`config.mk`:
```
export PLATFORM = sky130hd
export DESIGN_NAME = jenc_frame_ctrl
export DESIGN_NICKNAME = d
export VERILOG_FILES = /design/src/rtl/jenc_frame_ctrl.sv
export SDC_FILE = /design/constraint.sdc
export NUM_CORES = 1
export LEC_CHECK = 0
export ABC_AREA = 1
export CAP_MARGIN = 20
export CORE_UTILIZATION = 40
export CTS_BUF_LIST = sky130_fd_sc_hd__clkbuf_8
export CTS_CLUSTER_DIAMETER = 60
export DETAILED_ROUTE_END_ITERATION = 6
export GPL_TIMING_DRIVEN = 0
export MAX_ROUTING_LAYER = met4
export SLEW_MARGIN = 15
export SYNTH_ARGS = -nofsm -noshare
export SYNTH_HDL_FRONTEND = slang
export SYNTH_SLANG_ARGS = --single-unit
```
`constraint.sdc`:
```
create_clock -name clk -period 2.2 [get_ports clk]
set_input_delay 0.33 -clock clk [delete_from_list [all_inputs] [get_ports clk]]
set_output_delay 0.33 -clock clk [all_outputs]
set_load 0.01 [all_outputs]
```
`src/rtl/jenc_frame_ctrl.sv`:
```
// jenc_frame_ctrl -- frame-level sequencer for the JPEG encoder pipeline.
//
// Takes a per-frame start request, validates and latches the image size, and
// opens the pixel-source -> encoder handshake only while a frame is running.
// It watches the encoder output tap to count compressed bytes and to find the
// end of frame. Abort, a protocol error (output tlast before input tlast) and a
// stall timeout all flush the encoder and end the frame with an error code.
//
// Ports:
//   clk, resetn          clock, asynchronous active-low reset
//   start_req            frame request (level, sampled in IDLE)
//   abort                abort the running frame (RUN/DRAIN only)
//   cfg_x/y_size_m1      requested width-1 / height-1
//   x/y_size_m1          latched width-1 / height-1 to the encoder
//   frame_start          one-cycle pulse to the pixel source for a good frame
//   src_valid/src_tlast  pixel source beat / last beat
//   src_hold             hold back to the pixel source
//   enc_di_valid         gated valid to the encoder
//   enc_di_hold          encoder input hold
//   mon_valid/mon_hold   encoder output tap handshake
//   mon_bytes/mon_tlast  bytes in output beat (0..16) / last output beat
//   enc_flush            synchronous flush to the encoder pipeline
//   busy, done           not idle / one-cycle end-of-frame pulse
//   error                0 ok, 1 bad config, 2 abort/protocol, 3 timeout
//   size                 compressed byte count (saturating)
module jenc_frame_ctrl #(
    parameter  int SENSOR_X_SIZE = 1280,
    parameter  int SENSOR_Y_SIZE = 720,
    parameter  int TIMEOUT_W     = 24,
    parameter  int FLUSH_CYCLES  = 4,
    localparam int XW            = $clog2(SENSOR_X_SIZE),
    localparam int YW            = $clog2(SENSOR_Y_SIZE)
) (
    input  logic          clk,
    input  logic          resetn,
    input  logic          start_req,
    input  logic          abort,
    input  logic [XW-1:0] cfg_x_size_m1,
    input  logic [YW-1:0] cfg_y_size_m1,
    output logic [XW-1:0] x_size_m1,
    output logic [YW-1:0] y_size_m1,
    output logic          frame_start,
    input  logic          src_valid,
    input  logic          src_tlast,
    output logic          src_hold,
    output logic          enc_di_valid,
    input  logic          enc_di_hold,
    input  logic          mon_valid,
    input  logic          mon_hold,
    input  logic [4:0]    mon_bytes,
    input  logic          mon_tlast,
    output logic          enc_flush,
    output logic          busy,
    output logic          done,
    output logic [1:0]    error,
    output logic [19:0]   size
);

    localparam int FCW = (FLUSH_CYCLES > 1) ? $clog2(FLUSH_CYCLES) : 1;
    localparam logic [FCW-1:0] FLUSH_LAST = FCW'(FLUSH_CYCLES - 1);
    // One below all-ones: the counter reaches all-ones on the same edge that
    // moves the FSM to FLUSH.
    localparam logic [TIMEOUT_W-1:0] STALL_LAST = ~TIMEOUT_W'(1);

    localparam logic [1:0] ERR_OK      = 2'd0;
    localparam logic [1:0] ERR_CFG     = 2'd1;
    localparam logic [1:0] ERR_ABORT   = 2'd2;
    localparam logic [1:0] ERR_TIMEOUT = 2'd3;

    typedef enum logic [2:0] {
        ST_IDLE, ST_CHECK, ST_RUN, ST_DRAIN, ST_DONE, ST_FLUSH
    } state_t;

    state_t               state, nxt_state;
    logic                 gate_open;
    logic                 in_xfer, out_xfer;
    logic                 cfg_ok, active, timeout;
    logic                 err_ld;
    logic [1:0]           err_val;
    logic [TIMEOUT_W-1:0] stall_cnt;
    logic [FCW-1:0]       flush_cnt;
    logic [20:0]          size_sum;

    // Handshake gate: purely combinational, zero latency.
    assign enc_di_valid = src_valid & gate_open;
    assign src_hold     = enc_di_hold | ~gate_open;

    assign in_xfer  = src_valid & ~src_hold;
    assign out_xfer = mon_valid & ~mon_hold;
    assign active   = (state == ST_RUN) || (state == ST_DRAIN);

    // Encoder needs odd size_m1 (even dimensions) of at least 16 pixels.
    assign cfg_ok = x_size_m1[0] & y_size_m1[0] &
                    (x_size_m1 >= XW'(15)) & (y_size_m1 >= YW'(15));

    assign timeout  = ~in_xfer & ~out_xfer & (stall_cnt == STALL_LAST);
    assign size_sum = {1'b0, size} + 21'(mon_bytes);

    // ---------------- FSM: state register ----------------
    always_ff @(posedge clk or negedge resetn) begin
        if (!resetn) state <= ST_IDLE;
        else         state <= nxt_state;
    end

    // ---------------- FSM: next state ----------------
    // Abort outranks every other exit; an output tlast while input is still
    // running is treated like an abort.
    always_comb begin
        nxt_state = state;
        err_ld    = 1'b0;
        err_val   = ERR_OK;
        unique case (state)
            ST_IDLE:  if (start_req) nxt_state = ST_CHECK;
            ST_CHECK: nxt_state = cfg_ok ? ST_RUN : ST_DONE;
            ST_RUN: begin
                if (abort || (out_xfer && mon_tlast)) begin
                    nxt_state = ST_FLUSH;
                    err_ld    = 1'b1;
                    err_val   = ERR_ABORT;
                end else if (timeout) begin
                    nxt_state = ST_FLUSH;
                    err_ld    = 1'b1;
                    err_val   = ERR_TIMEOUT;
                end else if (in_xfer && src_tlast) begin
                    nxt_state = ST_DRAIN;
                end
            end
            ST_DRAIN: begin
                if (abort) begin
                    nxt_state = ST_FLUSH;
                    err_ld    = 1'b1;
                    err_val   = ERR_ABORT;
                end else if (out_xfer && mon_tlast) begin
                    nxt_state = ST_DONE;
                end else if (timeout) begin
                    nxt_state = ST_FLUSH;
                    err_ld    = 1'b1;
                    err_val   = ERR_TIMEOUT;
                end
            end
            ST_DONE:  nxt_state = ST_IDLE;
            ST_FLUSH: if (flush_cnt == FLUSH_LAST) nxt_state = ST_DONE;
            default:  nxt_state = ST_IDLE;
        endcase
    end

    // ---------------- FSM: outputs ----------------
    // frame_start fires in CHECK so the source sees it while the gate is
    // still closed; the gate opens on the following cycle.
    always_comb begin
        gate_open   = (state == ST_RUN);
        busy        = (state != ST_IDLE);
        done        = (state == ST_DONE);
        enc_flush   = (state == ST_FLUSH);
        frame_start = (state == ST_CHECK) & cfg_ok;
    end

    // ---------------- datapath ----------------
    always_ff @(posedge clk or negedge resetn) begin
        if (!resetn) begin
            x_size_m1 <= '0;
            y_size_m1 <= '0;
            error     <= ERR_OK;
            size      <= '0;
            stall_cnt <= '0;
            flush_cnt <= '0;
        end else begin
            if (state == ST_IDLE && start_req) begin
                x_size_m1 <= cfg_x_size_m1;
                y_size_m1 <= cfg_y_size_m1;
            end

            if (state == ST_CHECK) error <= cfg_ok ? ERR_OK : ERR_CFG;
            else if (err_ld)       error <= err_val;

            if (state == ST_CHECK)
                size <= '0;
            else if (active && out_xfer)
                size <= size_sum[20] ? 20'hFFFFF : size_sum[19:0];

            if (active && !(in_xfer || out_xfer)) stall_cnt <= stall_cnt + 1'b1;
            else                                  stall_cnt <= '0;

            if (state == ST_FLUSH) flush_cnt <= flush_cnt + 1'b1;
            else                   flush_cnt <= '0;
        end
    end

endmodule

```
==> metrics.md <==
| Metric | Value |
|---|---|
| CP most frequent cell | nand2_1 |
| Initial DRC Count | 100 |
| Reg2reg end | size[14] |
| Post-route ant nets | 0 |
| Final Skew | 0.0140 ns |
| Clk buf depth | 2 |
| Initial antenna violation count | 0 |
| Flop2flop setup slack | 0.10 ns |
| GR Overflow Total | 0 |
| Synth area leaders | dfrtp_1 (41%), nand2_1 (11%), inv_1 (5.4%) |
| Vias in the first global route | 4017 |
| DR DRC count | 0 |
| Design Area, Final | 0.00568 sq mm |
| Max-slew violation count | 0 |
| Sequential Area | about 0.0018 sq mm |
| Most frequent cells after synthesis | nand2_1 (133), dfrtp_1 (72), inv_1 (63), nor2_1 (51), nand3_1 (36) |
| Synth Area in XOR/XNOR | ~2.2% |
| Most common cell in the synthesized netlist | nand2_1 |
| # fillers | just over 1000 |
| F_max | 477 MHz |
| Die area | 0.0113 sq mm |
| First-pass detailed-route iteration total | 4 |
| Initial Utilization | 41.7% |
| Final Hold Violating Endpoints | 0 |
| Status | finished clean |
| Total CTS buffers | 9 |
| Multi-input gate area | 0.00223 sq mm |
| Simple-gate area share of the yosys netlist | 33.1% |
| Seq cells post-synth | 72 |
| Clock power frac | 22.9% |
| Post-Syn Instances | 540 |
| Die width | between 100 and 150 microns |
| First-pass GRT wire length | ~19 mm |
| Largest family of logic cells by synthesized area | simple AND/OR/NAND/NOR gates |
| Leak Pwr | 2.58 nW |
| CTS tree | done |
| Synthesized area | between 0.004 and 0.005 sq mm |
| Worst path cell trace | ha_2 -> fa_2 -> nand2_1 -> nand3_1 -> o21ai_4 -> inv_1 -> nand2_2 -> nand2_4 -> inv_8 -> nand3_1 -> nand2_1 -> nand2_1 |
| Critical Path AT | 2.35 ns |
| Combinational share of power | a little over two fifths |
| Area leader, netlist | dfrtp_1 |
| Switching Fraction | about a third |
| Sequential share of power | roughly 36% |
| # setup viols final | 0 |
| Worst hold slack | 0.433 ns |
| YS warnings | 0 |
| Max Cap Viol | 0 |
| Tcrit/Tclk final | 95.4% |
| Multiplexer share of the synthesized area | approximately 5.4% |
| ANT cells | 0 |
| Share of Yosys cell area claimed by the top area cell type | roughly 41% |
| Placer Congestion | about 0.9 |
| Core area | 0.0104 sq mm |
| Post-synthesis compound-gate area fraction | 7.37% |
| I/O Buffers | between 80 and 90 |
| Overall Power | 5.14 mW |
| Peak supply drop | 0.504 mV |
| Reg-to-Reg Start | size[0] |
| Avg WL per Cell | 14.0 microns |
| Crit path time final | around 2.1 ns |
| Gr usage total | between 20% and 30% |
| Via count | 3975 |
| Final Net Count | 690 |
| WP data required | 2.45 ns |
| Hold Path Stages | 1 |
| Reg2Reg Depth | 12 |
| Async SR Flop Fraction | between 90% and 100% |
| Number of synthesized flops with an enable pin | 0 |
| Die height | 106 microns |
| Syn Nets | 585 |
| Seq/Total Area, Yosys | approximately 41% |
| Clock latency on the worst-skew pair | 0.37 ns |
| Worst hold path class | reg -> reg |
| Placed inst area | 0.00537 sq mm |
| CP Capture Type | flop |
| DP HPWL | 8.27 mm |
| Share of cells above drive strength 1 | between 15 and 20% |
| Worst-path clk slew | 0.09 ns |
| Post-Synth Adder-Cell Area | 2.76% |
| Slew margin rel. | 65.0% |
| DR vias/cell | 5.06 |
| CP startpoint | size[0] |
| I/O Pins | 85 |
| Crit-path slowest cell | fa_2 |
| Critical path class | reg -> reg |
| CTS root buffer | clkbuf_8 |
| Number of distinct library cells after synthesis | 42 |
| CTS sink cnt | slightly above 70 |
| Critical Path Sink | size[14] |
| Htree depth | 3 |
| PD cells | 905 mW/mm^2 |
| CP startpoint kind | flop |
| DRT Wirelength | approximately 11 mm |
| Worst-margin pin slew | 0.525 ns |
| Cell-internal power | 3.34 mW |
| Area Growth Syn to Fin | 30.8% |
| Rows | 37 |
| Largest net degree at the start of global routing | 42 |
| Critical Path Max Stage Delay | 0.42 ns |
| Crit Path Max Fanout | 10 |
| Predominant post-synthesis flop cell | dfrtp_1 |
| Syn_area_per_cell | about 8 sq um |
| Net Sw Power | 1.81 mW |
## metrics by stage
step	cells	setup TNS (ns)	worst slack [ns]	util (%)
floorplan	540	0	0.271	-
global placement	760	-139.49	-1.87	51.4
detailed placement	761	-6.01	-0.361	51.6
CTS	780	0	0.0539	54.0
global route	786	-0.0264	-0.0264	54.5
finish	786	0	0.102	54.5
## worst max-delay path, delay by kind of cell, from the launching register on
family / cells / cell delay [ns]
and+or+nand+nor: 7 / 0.61
buffers and inverters: 2 / 0.21
DFF: 1 / 0.41
AOI/OAI and AO/OA: 1 / 0.11
adders and majority gates: 2 / 0.63
## power groups by stage
stage	combinational (mW)	clock (mW)	sequential, mW
6_report	2.14	1.18	1.83
5_1_grt	2.33	1.26	1.87
4_1_cts	2.14	1.21	1.83
3_5_place_dp	2.08	0	1.87
3_3_place_gp	2.06	0	1.85
2_1_floorplan	1.06	0	1.95
## kinds of logic (layout without fill, tap and decap cells)
family,count (synthesis),in the layout
muxes,21,21
xor gates and xnor gates,11,11
DFF,72,72
and+or+nand+nor,293,294
AOI/OAI and AO/OA,54,54
buffers and inverters,80,189
adders and majority gates,9,9
## layout by cell type, fill, tap and decap left out, drive strengths merged, types with 2 or more instances in the layout
cell	instances
xnor2	2
clkinvlp	3
dlygate4sd2	2
o21ai	31
nand2	142
clkbuf	10
nor2	70
buf	15
nand3	42
clkinv	3
inv	72
ha	8
nor4	4
o21a	3
nor3	15
nand4	17
xor2	9
mux2	21
clkdlybuf4s50	81
a21oi	14
dfrtp	72
and3	2
o211a	2
bufinv	2
## final cells by class
| class | count | area share (%) |
|---|---|---|
| multi-input combinational | 389 | 39.3 |
| inverter | 73 | 5.04 |
| tap | 136 | 2.99 |
| buffer | 7 | 0.903 |
| sequential | 72 | 31.7 |
| clock inverter | 7 | 1.70 |
| clock buffer | 9 | 2.18 |
| timing repair buffer | 93 | 16.2 |
## repair_timing
item / CTS / global route
pin swaps: 1 / 3
setup endpoints to repair: 11 / 11
hold buffers: 1 / 0
resized for setup: 4 / 5
gates cloned: 0 / 1
hold endpoints to repair: 31 / 0
buffers inserted: 2 / 5
## metal layers
metal	up-vias	wire length, microns	GRT usage, %
met5	-	0	-
met4	0	257	9.62
met3	19	279	2.94
met2	77	5390	35.9
met1	1900	5090	26.6
li1	1979	-	-
## worst min-delay path by stage
| stage | start | end | slack (ns) |
|---|---|---|---|
| after global placement | flush_cnt[0] | flush_cnt[0] | 0.42 |
| final | flush_cnt[0] | flush_cnt[0] | 0.43 |
| after floorplan | resetn | error[0] | 0.03 |
| after CTS | flush_cnt[0] | flush_cnt[0] | 0.44 |
| after global routing | flush_cnt[0] | flush_cnt[0] | 0.47 |
| after detailed placement | resetn | x_size_m1[9] | 0.31 |
## sequential cells by signal, summed over array words and instances (netlist names)
register	cells
stall_cnt	24
size	20
error	2
y_size_m1	10
x_size_m1	11
flush_cnt	2
state	3
No activity file was read; power rests on OpenSTA's default activity.
